$ cat config.mk
export PLATFORM = sky130hd
export DESIGN_NAME = sb_config_loader
export DESIGN_NICKNAME = d
export VERILOG_FILES = /design/src/rtl/clb_cfg_pkg.sv /design/src/rtl/sb_cfg_shadow.sv /design/src/rtl/sb_config_loader.sv
export SDC_FILE = /design/constraint.sdc
export NUM_CORES = 1
export LEC_CHECK = 0
export ABC_AREA = 1
export BUFFER_PORTS_ARGS = -buffer_cell sky130_fd_sc_hd__buf_4
export CAP_MARGIN = 30
export CORE_MARGIN = 10
export CORE_UTILIZATION = 50
export CTS_CLUSTER_DIAMETER = 60
export DETAILED_ROUTE_END_ITERATION = 16
export PLACE_DENSITY_LB_ADDON = 0.15
export SYNTH_ARGS = -nofsm -noshare
export SYNTH_HDL_FRONTEND = slang
export SYNTH_HIERARCHICAL = 1
export SYNTH_SLANG_ARGS = --single-unit
$ cat constraint.sdc
create_clock -name clk -period 2.9 [get_ports clk]
set_clock_uncertainty 0.1 [all_clocks]
set_input_delay 0.435 -clock clk [delete_from_list [all_inputs] [get_ports clk]]
set_output_delay 0.435 -clock clk [all_outputs]
set_load 0.005 [all_outputs]
$ cat src/rtl/clb_cfg_pkg.sv
// Shared types and width helpers for the CLB switch-box configuration path.
// Used by the loader, its shadow store and the switch-box wrapper.
package clb_cfg_pkg;

  typedef enum logic [1:0] {
    IDLE,
    LOAD,
    COMMIT
  } cfg_state_e;

  function automatic int sb_cfg_width(input int ws, input int wd);
    return (ws + wd / 2) * 6;
  endfunction

  function automatic int ceil_div(input int a, input int b);
    return (a + b - 1) / b;
  endfunction

endpackage

$ cat src/rtl/sb_cfg_shadow.sv
// Shadow image store: decodes word_cnt into box/slot enables, masks last slot.
// Ports: clk, rst_n, we_i, cnt_i, data_i -> shadow_o (NUM_SB*CW bits).
module sb_cfg_shadow
  import clb_cfg_pkg::*;
#(
  parameter int WS     = 8,
  parameter int WD     = 8,
  parameter int NUM_SB = 4,
  parameter int DATA_W = 8,
  localparam int CW    = sb_cfg_width(WS, WD),
  localparam int WPB   = ceil_div(CW, DATA_W),
  localparam int TOTAL = NUM_SB * WPB,
  localparam int CNT_W = $clog2(TOTAL + 1)
) (
  input  logic                   clk,
  input  logic                   rst_n,
  input  logic                   we_i,
  input  logic [CNT_W-1:0]       cnt_i,
  input  logic [DATA_W-1:0]      data_i,
  output logic [NUM_SB*CW-1:0]   shadow_o
);

  localparam int LAST_W = CW - (WPB - 1) * DATA_W;

  logic [NUM_SB*CW-1:0] shadow_q;
  logic [NUM_SB*CW-1:0] shadow_d;

  for (genvar b = 0; b < NUM_SB; b++) begin : g_box
    for (genvar s = 0; s < WPB; s++) begin : g_slot
      localparam int LO = b * CW + s * DATA_W;
      // last slot of a box only holds the leftover config bits
      localparam int SW = (s == WPB - 1) ? LAST_W : DATA_W;
      logic hit;
      assign hit = we_i && (cnt_i == CNT_W'(b * WPB + s));
      assign shadow_d[LO +: SW] =
        hit ? data_i[SW-1:0] : shadow_q[LO +: SW];
    end
  end

  always_ff @(posedge clk or negedge rst_n) begin
    if (!rst_n) shadow_q <= '0;
    else        shadow_q <= shadow_d;
  end

  assign shadow_o = shadow_q;

endmodule

$ cat src/rtl/sb_config_loader.sv
// Word-serial bitstream loader; commits the shadow image atomically to cfg_out.
// Ports: start/abort, in_valid/in_data/in_ready, busy, done, cfg_valid, cfg_out.
module sb_config_loader
  import clb_cfg_pkg::*;
#(
  parameter int WS     = 8,
  parameter int WD     = 8,
  parameter int NUM_SB = 4,
  parameter int DATA_W = 8,
  localparam int CW    = sb_cfg_width(WS, WD),
  localparam int WPB   = ceil_div(CW, DATA_W),
  localparam int TOTAL = NUM_SB * WPB,
  localparam int CNT_W = $clog2(TOTAL + 1)
) (
  input  logic                 clk,
  input  logic                 rst_n,
  input  logic                 start,
  input  logic                 abort,
  input  logic                 in_valid,
  input  logic [DATA_W-1:0]    in_data,
  output logic                 in_ready,
  output logic                 busy,
  output logic                 done,
  output logic                 cfg_valid,
  output logic [NUM_SB*CW-1:0] cfg_out
);

  cfg_state_e state_q, state_d;
  logic [CNT_W-1:0] cnt_q, cnt_d;
  logic busy_q, done_q, cv_q;
  logic [NUM_SB*CW-1:0] cfg_q, shadow;
  logic hs, commit;

  assign in_ready = (state_q == LOAD) && !abort;
  assign hs       = in_valid && in_ready;

  sb_cfg_shadow #(
    .WS    (WS),
    .WD    (WD),
    .NUM_SB(NUM_SB),
    .DATA_W(DATA_W)
  ) u_shadow (
    .clk     (clk),
    .rst_n   (rst_n),
    .we_i    (hs),
    .cnt_i   (cnt_q),
    .data_i  (in_data),
    .shadow_o(shadow)
  );

  always_comb begin
    state_d = state_q;
    cnt_d   = cnt_q;
    commit  = 1'b0;
    unique case (state_q)
      IDLE: begin
        if (start) begin
          state_d = LOAD;
          cnt_d   = '0;
        end
      end
      LOAD: begin
        if (abort) begin
          state_d = IDLE;
          cnt_d   = '0;
        end else if (hs) begin
          if (cnt_q == CNT_W'(TOTAL - 1)) begin
            state_d = COMMIT;
            cnt_d   = '0;
          end else begin
            cnt_d = cnt_q + 1'b1;
          end
        end
      end
      COMMIT: begin
        state_d = IDLE;
        commit  = 1'b1;
      end
      default: state_d = IDLE;
    endcase
  end

  always_ff @(posedge clk or negedge rst_n) begin
    if (!rst_n) begin
      state_q <= IDLE;
      cnt_q   <= '0;
      busy_q  <= 1'b0;
      done_q  <= 1'b0;
      cv_q    <= 1'b0;
      cfg_q   <= '0;
    end else begin
      state_q <= state_d;
      cnt_q   <= cnt_d;
      busy_q  <= (state_d != IDLE);
      done_q  <= commit;
      if (commit) begin
        cv_q  <= 1'b1;
        cfg_q <= shadow;
      end
    end
  end

  assign busy      = busy_q;
  assign done      = done_q;
  assign cfg_valid = cv_q;
  assign cfg_out   = cfg_q;

endmodule

==> impl_metrics.yaml, run 1 <==
outcome:
  status: "finished clean"
route:
  num_vias: 18200
  dr.pass1.iters: 5
  antenna_left: 0
  routed_wl_um: 63900
  drc: 0
  wl_per_cell_um: 18.1
  vias_per_cell: 5.15
  drtIter0Drc: 1640
timing:
  relSlewSlack_pct: 49.4
  tns_ns: 0
  min_period_over_period_pct: 83.4
  finalCriticalPeriod_ns: 2.42
  setup_violations: 0
  clock.fmax_mhz: 413
  finalMaxSlewViolations: 0
  rsz0062_at_grt: "no"
  worstMarginPinSlew_ns: 0.760
  hold_violations: 0
power:
  p_leak_nw: 16.1
  p_int_w: 0.0129
  p_per_area_nw_per_um2: 602
  switching_share_pct: 22.3
  p_seq_share_pct: 50.7
  switchingPower_w: 0.00371
  max-vdd-ir-drop_mv: 0.374
  combinationalPowerShare_pct: 3.7
  clock_power_share_pct: 45.6
placed_design:
  routabilityCongestion: 0.788
  port_buffers: 304
  placed_area_um2: 25700
  place_hpwl_um: 40200
floorplanning:
  die_height_um: 234
  initial_core_util_pct: 50.4
  dieArea_um2: 54600
  boundaryPins: 305
  core_um2: 45300
  die_w_um: 234
  num_rows: 78
clock_network:
  cts_buffer_depth: 3
  cts_resized: 0
  cts_sinks: 587
  cts_setup_buffers: 0
  clk_pin_slew_worst_paths_ns: 0.06
  cts_buffers: 58
  clock_latency_ns: 0.62
  cts_tree: "built"
  cts_htree_levels: 2
  cts-root-buf: "clkbuf_16"
critical_path:
  worstPathMaxFanout: 54
  cp-end-kind: "flip-flop"
  critPathSlowestCell: "dfrtp_1"
  worstPathCellList: "inv_2 -> nand3_1 -> nor2_1 -> nand3_1 -> inv_4 -> buf_12 -> nand2_1 -> nand2_1 -> nand2_1"
  cp.arrival_ns: 2.81
  crit_path_frequent_cell: "nand2_1"
  critPathKind: "flip-flop to flip-flop"
  max_stage_delay_ns: 0.42
  crit_required_ns: 3.29
  critPathLaunchType: "flip-flop"
global_route:
  antenna_found_initial: 0
  grt_usage_pct: 23.3
  grt_start_max_net_pins: 149
  grt_pass1_wl_um: 101000
  grt_pass1_vias: 18100
  grt_overflow: 0
synth:
  synth_top_area_share_pct: 64.3
  synth_area_um2: 22800
  avgSynthCellArea_um2: 8.74
  synth_warnings: 6
  yosysSeqAreaShare_pct: 64.3
  ys_types: 15
  synthCells: 2612
  yosys-top-cells-area: "dfrtp_1 (64%), nand2_1 (26%), nand3_1 (5.2%)"
  synth_top_area_cell: "dfrtp_1"
  synthesis.nets: 2626
  synth-seq-cells: 587
cells_and_area:
  stdcell_area_um2: 27600
  final_common_cell: "nand2_1"
  fin_util_pct: 61.0
  n_antenna_cell: 0
  drive_gt1_share_pct: 15.8
  finalNetCount: 2902
  areaGrowthSynthToFinish_pct: 21.1
  layout_common_cells: "nand2_1 (1574), dfrtp_1 (587), buf_4 (339), nand3_1 (235), clkbuf_16 (59)"
run:
  maxCapViolCount: 0
hold_path:
  hold_class: "input pin to flip-flop"
final cells by class:
class / instances / area, µm²
multi-input combinational: 1861 / 7350
sequential: 587 / 14700
clock buffer: 88 / 1740
tap: 600 / 751
timing repair buffer: 354 / 2810
fill: 4003 / 17600
inverter: 26 / 108
clock inverter: 18 / 199
cell usage after synthesis:
cell type and number:
or2_2 1, clkbuf_1 36, dfrtp_1 587, nor2_2 15, ha_1 1, nor2_1 30
nand3_1 235, nand4_1 4, inv_1 24, inv_2 2, buf_2 75, buf_1 1
o21ai_0 1, nand2_1 1574, buf_4 26
state kept, by name, indices dropped and copies added, names as in the netlist:
register           flops
cfg_valid              1
state_q                2
busy                   1
done                   1
cfg_out              288
u_shadow/shadow_o    288
cnt_q                  6
routing by layer:
layer,share of wire (%),global-route usage [%]
met2,47,37.4
met3,6.7,4.46
met4,2.3,6.31
met1,44,31.9
met5,0,0
path summary, 6_finish.rpt:
path / from / endpoint / slack (ns) / cells after the start
setup / recovery: state_q[1] / u_shadow/shadow_o[198] / 0.48 / 9
hold / removal: abort / busy / 0.16 / 4
setup reg to reg: state_q[1] / u_shadow/shadow_o[198] / 0.48 / 9
hold reg to reg: u_shadow/shadow_o[83] / u_shadow/shadow_o[83] / 0.37 / 2
max in group asynchronous: rst_n / u_shadow/shadow_o[271] / 1.37 / 3
min in group asynchronous: rst_n / cfg_out[40] / 0.29 / 2
worst max-delay path: cells and delay by family, from the launching register on:
family / cells / cell delay (ns)
buffers and inverters: 3 / 0.65
AND/OR/NAND/NOR: 6 / 1.12
flip-flops: 1 / 0.42
power groups by stage:
stage               clock (W)  sequential, W  combinational (W)
global placement            0        0.00857           0.000606
floorplan                   0        0.00855           0.000274
CTS                   0.00773        0.00843           0.000629
global route          0.00808        0.00844           0.000696
detailed placement          0        0.00858           0.000624
finish                0.00759        0.00843           0.000622
stage by stage:
stage / cells / total power [W] / worst slack, ns / hold slack (ns)
CTS: 3534 / 0.0168 / 0.531 / 0.120
detailed placement: 3425 / 0.00920 / 0.421 / 0.355
global placement: 3425 / 0.00918 / 0.524 / 0.354
finish: 3534 / 0.0166 / 0.481 / 0.157
global route: 3534 / 0.0172 / 0.287 / 0.171
floorplan: 2612 / 0.00883 / 1.20 / 0.0394
repair_timing:
item | in CTS | in global routing
hold buffers | 3 | 0
hold endpoints to repair | 56 | 0
setup endpoints to repair | 0 | 0
cell families (layout without fill, tap and decap cells):
group / Yosys count / in the layout / share of synthesized area, %
AO/OA/AOI/OAI: 1 / 1 / 0.0219
buffers and inverters: 164 / 486 / 3.53
adder cells (fa/ha/maj): 1 / 1 / 0.0548
flip-flops: 587 / 587 / 64.3
AND/OR/NAND/NOR: 1859 / 1859 / 32.1
Note: power is estimated with default switching activity, not from simulation.
==> run 2, diff against run 1 <==
- ABC_AREA: 1 -> 0
- clock period: 2.9 -> 2.4 ns (I/O delays scaled with it)
==> run 2 against run 1 <==
Against the previous run:
- sequential power increased by 20%
- global-route usage decreased by 3.4 points
- setup slack got worse by 0.31 ns
- area after synthesis decreased by 1.9%
- die area decreased by 1.7%
- utilization increased by 1.1 points
- combinational power increased by 5.8%
- total power increased by 19%
- non-clock buffer count decreased by 3
- critical endpoint is now u_shadow/shadow_o[89]
- largest power group unchanged
==> impl_metrics.yaml, run 2 <==
hold_path:
  hold_path_depth: 3
  hold_class: "input pin to flip-flop"
synth:
  avgSynthCellArea_um2: 16.8
  synth_warnings: 6
  synthesis.nets: 1349
  synth-seq-cells: 587
  yosys-top-cells-area: "dfrtp_1 (66%), mux2_2 (23%), mux2_1 (5.7%)"
  synth_edf_count: 0
  async_reset_ff_share_pct: 100
  synth_top_area_share_pct: 65.6
  synth_area_um2: 22400
  synth_most_common_cell: "dfrtp_1"
  ys.flop_type: "dfrtp_1"
  synth_top_area_cell: "dfrtp_1"
  yosysSeqAreaShare_pct: 65.6
  synth_common_cells: "dfrtp_1 (587), mux2_2 (463), mux2_1 (113)"
  ys_types: 45
  synthCells: 1335
global_route:
  gr-max-usage-layer: "met2"
  grtUsageMet2_pct: 33.0
  grt_pass1_vias: 13300
  grt_overflow: 0
  grt_start_max_net_pins: 81
  use_met3_pct: 4.23
  grt_util_met1_pct: 26.1
  grt_pass1_wl_um: 82500
  antenna_found_initial: 1
  grt_usage_pct: 19.8
timing:
  setup_violations: 0
  clock.fmax_mhz: 448
  worstMarginPinSlew_ns: 0.785
  hold_violations: 0
  min_period_over_period_pct: 93.1
  tns_ns: 0
  relSlewSlack_pct: 47.6
  finalMaxSlewViolations: 0
  rsz0062_at_grt: "no"
  finalCriticalPeriod_ns: 2.23
  timing.hold.ws_ns: 0.0407
cells_and_area:
  drive_gt1_share_pct: 55.3
  layout_common_cells: "dfrtp_1 (587), mux2_2 (463), buf_4 (333), mux2_1 (113), clkbuf_16 (61)"
  final_common_cell: "dfrtp_1"
  finalNetCount: 1685
  stdcell_area_um2: 27500
  n_fill_cell: 3311
  n_antenna_cell: 0
  areaGrowthSynthToFinish_pct: 22.6
clock_network:
  cts_htree_levels: 2
  clock_latency_ns: 0.60
  cts_setup_buffers: 0
  clk_pin_slew_worst_paths_ns: 0.06
  cts_resized: 0
  cts_tree: "built"
  cts-root-buf: "clkbuf_16"
  holdBufCountCts: 2
  cts_buffers: 58
  cts_sinks: 587
  cts_buffer_depth: 3
critical_path:
  cp.buffers_inverters: 0
  cp.arrival_ns: 2.61
  critPathLaunchType: "flip-flop"
  crit_required_ns: 2.78
  max_stage_delay_ns: 0.49
  reg2reg_depth: 4
  crit_family: "simple AND/OR/NAND/NOR gates"
  cp-end-kind: "flip-flop"
  critPathSlowestCell: "and4bb_2"
  worstSetupPathDepth: 4
  worstPathMaxFanout: 13
  critPathKind: "flip-flop to flip-flop"
  worstPathCellList: "and4bb_2 -> and3b_1 -> nand4_2 -> mux2_2"
power:
  p_leak_nw: 14.7
  p_seq_share_pct: 51.1
  combinationalPowerShare_pct: 3.3
  clock_power_share_pct: 45.5
  switching_share_pct: 21.0
  switchingPower_w: 0.00415
  power_w: 0.0198
  p_per_area_nw_per_um2: 721
  max-vdd-ir-drop_mv: 0.540
  p_int_w: 0.0157
floorplanning:
  boundaryPins: 305
  die_w_um: 232
  die_height_um: 232
  dieArea_um2: 53700
  initial_core_util_pct: 50.7
  num_rows: 77
  core_um2: 44200
placed_design:
  port_buffers: 304
  placed_area_um2: 25500
  place_hpwl_um: 34700
  routabilityCongestion: 0.805
run:
  maxCapViolCount: 0
route:
  drc: 0
  vias_per_cell: 5.32
  routed_wl_um: 53300
  antenna_left: 0
  num_vias: 12300
  dr.pass1.iters: 5
  wl_per_cell_um: 23.1
  drtIter0Drc: 565
outcome:
  status: "finished clean"
## run 2: final timing paths
kind / start / endpoint / slack [ns]
max: state_q[1] / u_shadow/shadow_o[89] / 0.17
min: start / busy / 0.04
max reg2reg: state_q[1] / u_shadow/shadow_o[89] / 0.17
min reg2reg: cfg_valid / cfg_valid / 0.37
max in group asynchronous: rst_n / cfg_out[222] / 1.15
min in group asynchronous: rst_n / cfg_out[242] / 0.18
## run 2: layer usage
| metal | part of all wire (%) | routed length, µm |
|---|---|---|
| met1 | 43 | 23200 |
| met2 | 50 | 26600 |
| met3 | 5.1 | 2730 |
| met4 | 1.6 | 876 |
| met5 | 0 | 0 |
## run 2: power groups by stage
| stage | Sequential (W) | Combinational (W) | Clock (W) |
|---|---|---|---|
| after global placement | 0.0103 | 0.000659 | 0 |
| after global routing | 0.0101 | 0.000737 | 0.00967 |
| final | 0.0101 | 0.000658 | 0.00902 |
| after CTS | 0.0101 | 0.000682 | 0.00928 |
| after floorplan | 0.0103 | 0.000267 | 0 |
| after detailed placement | 0.0103 | 0.000675 | 0 |
## run 2: logic make-up after synthesis
family,synth area share [%]
AO/OA/AOI/OAI,0.519
buffers and inverters,2.03
flip-flops,65.6
adder cells (fa/ha/maj),0.0558
AND/OR/NAND/NOR,2.89
multiplexers,28.9
## run 2: cell type report
cell class	count	area (µm²)	share of cell area, %
flip-flops and latches	587	14700	53.5
well taps	592	741	2.70
inverters	3	11.3	0.0410
multi-input cells	670	7270	26.5
repair buffers	351	2840	10.3
clock inverters	12	141	0.515
clock buffers	90	1790	6.50
## run 2: stage by stage
stage	util (%)	std cells	setup slack [ns]
floorplan	-	1335	0.527
global route	62.1	2305	0.0332
detailed placement	57.7	2201	0.121
global placement	57.7	2201	0.153
finish	62.1	2305	0.166
CTS	62.1	2305	0.152
## run 2: worst reg2reg max path: cells and delay by family (launching register included)
kind             cells  cell delay, ns
flip-flops           1            0.44
AND/OR/NAND/NOR      3            1.18
multiplexers         1            0.40
